===== src/rtl/siso_shift_scheduler_pkg.sv =====
// Shared types and defaults for the SISO shift-register scheduler.
// The state encoding is fixed so that it reads the same in waveforms and in the sub-blocks.
package siso_shift_scheduler_pkg;

  localparam int DEFAULT_WIDTH = 8;
  localparam int DEFAULT_DEPTH = 4;

  typedef enum logic [1:0] {
    IDLE  = 2'd0,
    CLEAR = 2'd1,
    SHIFT = 2'd2,
    DONE  = 2'd3
  } state_t;

endpackage


===== src/rtl/siso_shift_scheduler_rr_arbiter2.sv =====
// Two-way round-robin arbiter: one-hot grant plus the pointer value after that grant.
// ptr names the requester that wins when both are asking.
module rr_arbiter2 (
  input  logic [1:0] req,
  input  logic       ptr,
  input  logic       en,
  output logic [1:0] grant,
  output logic       ptr_next
);

  genvar gi;
  generate
    for (gi = 0; gi < 2; gi++) begin : g_grant
      // Win when the other side is quiet, or when the pointer favours this side.
      assign grant[gi] = en & req[gi] & (~req[1-gi] | (ptr == 1'(gi)));
    end
  endgenerate

  assign ptr_next = (|grant) ? ~grant[1] : ptr;

endmodule


===== src/rtl/siso_shift_scheduler.sv =====
// Sequencer for a shared external SISO shift register: grants one of two requesters,
// clears the register, streams the word through it LSB-first and reassembles the far-end bits.
module siso_shift_scheduler
  import siso_shift_scheduler_pkg::*;
#(
  parameter int WIDTH = DEFAULT_WIDTH,
  parameter int DEPTH = DEFAULT_DEPTH,
  parameter int CW    = $clog2(WIDTH + DEPTH + 1)
) (
  input  logic             clk,
  input  logic             rst,
  input  logic [1:0]       req_valid,
  output logic [1:0]       req_ready,
  input  logic [WIDTH-1:0] req_data0,
  input  logic [WIDTH-1:0] req_data1,
  output logic             resp_valid,
  input  logic             resp_ready,
  output logic [WIDTH-1:0] resp_data,
  output logic             resp_id,
  output logic             resp_match,
  output logic             ser_out,
  input  logic             ser_in,
  output logic             sr_clr,
  output logic             busy
);

  localparam logic [CW-1:0] LAST = CW'(WIDTH + DEPTH - 1);

  state_t           state_reg, state_next;
  logic [CW-1:0]    cnt_reg, cnt_next;
  logic [WIDTH-1:0] word_reg, word_next;
  logic [WIDTH-1:0] rx_reg, rx_next;
  logic [WIDTH-1:0] tx_bits;
  logic             id_reg, id_next;
  logic             rr_reg, rr_next;
  logic             arb_en, arb_ptr_next;
  logic [1:0]       grant;
  logic             ser_out_reg, ser_out_next;
  logic             sr_clr_reg, sr_clr_next;
  logic             resp_valid_reg, resp_valid_next;
  logic [WIDTH-1:0] resp_data_reg, resp_data_next;
  logic             resp_id_reg, resp_id_next;
  logic             resp_match_reg, resp_match_next;

  // Gating with rst keeps req_ready low while reset is held, not just after the next edge.
  assign arb_en = (state_reg == IDLE) && rst;

  rr_arbiter2 u_arb (
    .req      (req_valid),
    .ptr      (rr_reg),
    .en       (arb_en),
    .grant    (grant),
    .ptr_next (arb_ptr_next)
  );

  genvar gi;
  generate
    for (gi = 0; gi < WIDTH; gi++) begin : g_rx
      // Bit gi returns from the far end DEPTH cycles after it was launched.
      localparam logic [CW-1:0] SAMPLE_AT = CW'(DEPTH + gi);
      assign rx_next[gi] = (state_reg == SHIFT && cnt_reg == SAMPLE_AT) ? ser_in : rx_reg[gi];
    end
  endgenerate

  // Shifting past the top of the word yields the trailing zeros that flush the line.
  assign tx_bits = word_reg >> cnt_next;

  always_comb begin
    state_next      = state_reg;
    cnt_next        = cnt_reg;
    word_next       = word_reg;
    id_next         = id_reg;
    rr_next         = rr_reg;
    resp_valid_next = resp_valid_reg;
    resp_data_next  = resp_data_reg;
    resp_id_next    = resp_id_reg;
    resp_match_next = resp_match_reg;

    unique case (state_reg)
      IDLE: begin
        if (|grant) begin
          word_next  = grant[1] ? req_data1 : req_data0;
          id_next    = grant[1];
          rr_next    = arb_ptr_next;
          state_next = CLEAR;
        end
      end
      CLEAR: begin
        cnt_next   = '0;
        state_next = SHIFT;
      end
      SHIFT: begin
        if (cnt_reg == LAST) begin
          cnt_next        = '0;
          state_next      = DONE;
          resp_valid_next = 1'b1;
          resp_data_next  = rx_next;
          resp_id_next    = id_reg;
          resp_match_next = (rx_next == word_reg);
        end else begin
          cnt_next = cnt_reg + 1'b1;
        end
      end
      DONE: begin
        if (resp_ready) begin
          resp_valid_next = 1'b0;
          state_next      = IDLE;
        end
      end
      default: state_next = IDLE;
    endcase

    sr_clr_next  = (state_next == CLEAR);
    ser_out_next = (state_next == SHIFT) & tx_bits[0];
  end

  always_ff @(posedge clk or negedge rst) begin
    if (!rst) begin
      state_reg      <= IDLE;
      cnt_reg        <= '0;
      word_reg       <= '0;
      rx_reg         <= '0;
      id_reg         <= 1'b0;
      rr_reg         <= 1'b0;
      ser_out_reg    <= 1'b0;
      sr_clr_reg     <= 1'b0;
      resp_valid_reg <= 1'b0;
      resp_data_reg  <= '0;
      resp_id_reg    <= 1'b0;
      resp_match_reg <= 1'b0;
    end else begin
      state_reg      <= state_next;
      cnt_reg        <= cnt_next;
      word_reg       <= word_next;
      rx_reg         <= rx_next;
      id_reg         <= id_next;
      rr_reg         <= rr_next;
      ser_out_reg    <= ser_out_next;
      sr_clr_reg     <= sr_clr_next;
      resp_valid_reg <= resp_valid_next;
      resp_data_reg  <= resp_data_next;
      resp_id_reg    <= resp_id_next;
      resp_match_reg <= resp_match_next;
    end
  end

  assign req_ready  = grant;
  assign ser_out    = ser_out_reg;
  assign sr_clr     = sr_clr_reg;
  assign resp_valid = resp_valid_reg;
  assign resp_data  = resp_data_reg;
  assign resp_id    = resp_id_reg;
  assign resp_match = resp_match_reg;
  assign busy       = (state_reg != IDLE);

endmodule

===== config.mk =====
export PLATFORM = sky130hd
export DESIGN_NAME = siso_shift_scheduler
export DESIGN_NICKNAME = d
export VERILOG_FILES = /design/src/rtl/siso_shift_scheduler_pkg.sv /design/src/rtl/siso_shift_scheduler_rr_arbiter2.sv /design/src/rtl/siso_shift_scheduler.sv
export SDC_FILE = /design/constraint.sdc
export NUM_CORES = 1
export LEC_CHECK = 0
export CAP_MARGIN = 25
export CORE_ASPECT_RATIO = 1.2
export CORE_MARGIN = 4
export CORE_UTILIZATION = 45
export CTS_BUF_LIST = sky130_fd_sc_hd__clkbuf_8 sky130_fd_sc_hd__clkbuf_16
export DETAILED_ROUTE_END_ITERATION = 10
export PLACE_DENSITY = 0.71
export SLEW_MARGIN = 5
export SYNTH_ARGS = -nofsm -noshare
export SYNTH_HDL_FRONTEND = slang
export SYNTH_SLANG_ARGS = --single-unit
export TNS_END_PERCENT = 100

===== constraint.sdc =====
create_clock -name clk -period 2.1 [get_ports clk]
set_input_delay 0.42 -clock clk [delete_from_list [all_inputs] [get_ports clk]]
set_output_delay 0.42 -clock clk [all_outputs]
set_load 0.01 [all_outputs]

==> qor.yml <==
status: "finished, final reports clean"
drt_iter0_drc: 93
crit_path_end: "req_ready[1]"
clkSlewWorstSetupHoldPaths_ns: 0.07
slowest_delay_ns: 0.38
power.leakage_nw: 1.35
cts_buffers: 5
drv_slew: 0
cp_cell_sequence: "inv_1, ha_2, nand3_1, a21oi_2, dlygate4sd2_1"
setup_viol: 0
synth_edf_count: 0
synth_top_area_cell: "dfrtp_1"
drc: 0
reg2reg_depth: 8
ys_warn_count: 0
ys_seq_area_share_pct: 45.1
worstPathMaxFanout: 4
cp-start-kind: "register"
p_int_w: 0.00174
synth_ff_type: "dfrtp_1"
final_nets: 274
cp-startpoint: "state_reg[0]$_DFF_PN0_"
rows: 26
io_pins: 38
wl_mm: 4.49
fmax_mhz: 517
r2r_setup_slack_ns: 0.17
report.power.total_w: 0.00266
grt_overflow: 0
core_sq_um: 4260
drt_pass1_iterations: 6
cts_tree: "built"
syn-cell-area_sq_um: 2000
p_clk_share_pct: 22.7
synth_nets: 216
critPathArrivalTime_ns: 1.51
synthTopCellsByArea: "dfrtp_1 45%, ha_1 5.6%, inv_1 4.7%"
p_seq_share_pct: 37.4
critical_path_class: "reg2out"
vias: 1630
die_h_um: 81.0
hold_violations: 0
antenna_cells: 0
dp_hpwl_mm: 3.40
synth_commonest_cells: "36 x dfrtp_1, 25 x inv_1, 13 x nand2_1, 10 x o21ai_0, 9 x ha_1"
placed_area_sq_um: 2550
vdd_ir_drop_max_mv: 1.04
power.switching_w: 0.000924
worstPathRequired_ns: 1.68
grt_max_degree: 37
yosysMostFrequentCell: "dfrtp_1"
die_w_um: 68.8
cellPowerDensity_nw_per_um2: 995
whs_ns: 0.255
finalCritPeriodShare_pct: 92.1
async_flop_share_pct: 100
grt_pass1_wl_mm: 7.56
cts_root_buf: "clkbuf_8"
io_buffers: 37
grt.total_usage_pct: 18.1
r2r_end: "resp_match$_DFFE_PN0P_"
stdcell_area_sq_um: 2680
clock_latency_ns: 0.29
crit_slowest_cell: "dfrtp_1"
grt_pass1_vias: 1635
clk_path_buf_depth: 2
fin_crit_ns: 1.93
start_util_pct: 46.9
netlist_instances: 185
ys_ff_latch: 36
htree_levels: 2
swShare_pct: 34.7
tns_ns: 0
min_path_type: "in2async"
ys_types: 46
antenna_found_initial: 0
synth_top_area_share_pct: 45.1
grt_setup_unrepaired: "false"
p_comb_share_pct: 39.9
drv_cap: 0
drive_gt1_share_pct: 21.3
die_area_sq_um: 5570
syn_area_per_cell_sq_um: 10.8
tightest_slew_ns: 0.449
synthToLayoutAreaGrowth_pct: 34.0
max-slew-margin-rel_pct: 70.1
cts_sinks: 36
gp_congestion: 0.824
crit_path_end_kind: "output pin"
via_per_inst: 5.43
wl_per_cell_um: 15.0
skew_ns: 0.00678
postRouteAntennaNets: 0
r2r_start: "state_reg[0]$_DFF_PN0_"
==> worst min path at each step <==
stage	startpoint	endpoint	depth (start not counted)
4_1_cts	rst	word_reg[7]$_DFFE_PN0P_	2
3_3_place_gp	resp_data[1]$_DFFE_PN0P_	resp_data[1]$_DFFE_PN0P_	2
3_5_place_dp	id_reg$_DFFE_PN0P_	id_reg$_DFFE_PN0P_	1
5_1_grt	rst	resp_valid$_DFFE_PN0P_	2
6_report	rst	cnt_reg[3]$_DFF_PN0_	2
2_1_floorplan	rst	cnt_reg[0]$_DFF_PN0_	0
==> metrics by stage <==
stage                     setup WS [ns]  std cells  utilization [%]
after floorplan                   0.237        185                -
after global placement           -0.112        292             59.9
after detailed placement         -0.111        292             59.9
after CTS                        0.0926        300             62.6
after global routing             0.0206        300             62.8
final                             0.165        300             62.8
==> final cells by class <==
| class | instances | area [sq um] |
|---|---|---|
| clock inverter | 3 | 42.5 |
| fill | 357 | 1580 |
| multi-input combinational | 115 | 953 |
| sequential | 36 | 901 |
| tap | 56 | 70.1 |
| inverter | 25 | 93.8 |
| timing repair buffer | 60 | 548 |
| clock buffer | 5 | 68.8 |
==> cells by family after synthesis <==
family,count (synthesis),synth area share (%)
xor+xnor,3,1.32
simple gates,47,15.4
compound gates,42,16.6
buf+inv,34,8.01
flops,36,45.1
fa+ha+maj,9,5.64
mux,14,7.95
==> placed cells by master (no fill, tap or decap), types with 2 or more instances in the layout <==
master            n
o21ai_0          10
a21oi_1           3
o22ai_1           2
dfrtp_1          36
nand4b_4          2
dlygate4sd2_1     2
xnor2_1           2
and3_1            2
nor3_1            2
clkbuf_8          5
ha_1              8
a222oi_1          8
mux2i_1           8
inv_1            25
buf_4            22
nor2_1            5
nand2_1          13
nand3b_1          3
a22o_1            4
nand4b_1          6
clkdlybuf4s50_1  34
nand3_1           5
mux2_2            5
nor2b_1           2
==> per-layer routing <==
metal / global-route usage, % / part of all wire, % / vias up / routed length (um)
li1: - / - / 785 / -
met1: 22.9 / 41 / 781 / 1840
met2: 30.4 / 50 / 58 / 2250
met3: 4.01 / 7.3 / 6 / 328
met4: 5.85 / 1.5 / 0 / 69
met5: 0 / 0 / - / 0
==> power groups by stage <==
stage | clock (W) | combinational, W | sequential, W
2_1_floorplan | 0 | 0.000648 | 0.000976
3_3_place_gp | 0 | 0.00101 | 0.00100
3_5_place_dp | 0 | 0.00104 | 0.00101
4_1_cts | 0.000622 | 0.00105 | 0.000996
5_1_grt | 0.000644 | 0.00117 | 0.00102
6_report | 0.000605 | 0.00106 | 0.000997
==> timing repair <==
item,CTS,global route
endpoints found under the setup margin,2,2
setup buffers,0,0
gates resized for setup,4,2
hold buffers,0,0
==> worst max-delay path, delay by kind of cell (launching register included) <==
kind / cells / cell delay (ns)
flops: 1 / 0.38
compound gates: 1 / 0.15
buf+inv: 2 / 0.39
fa+ha+maj: 1 / 0.22
simple gates: 1 / 0.09
No activity file was read; power rests on OpenSTA's default activity.
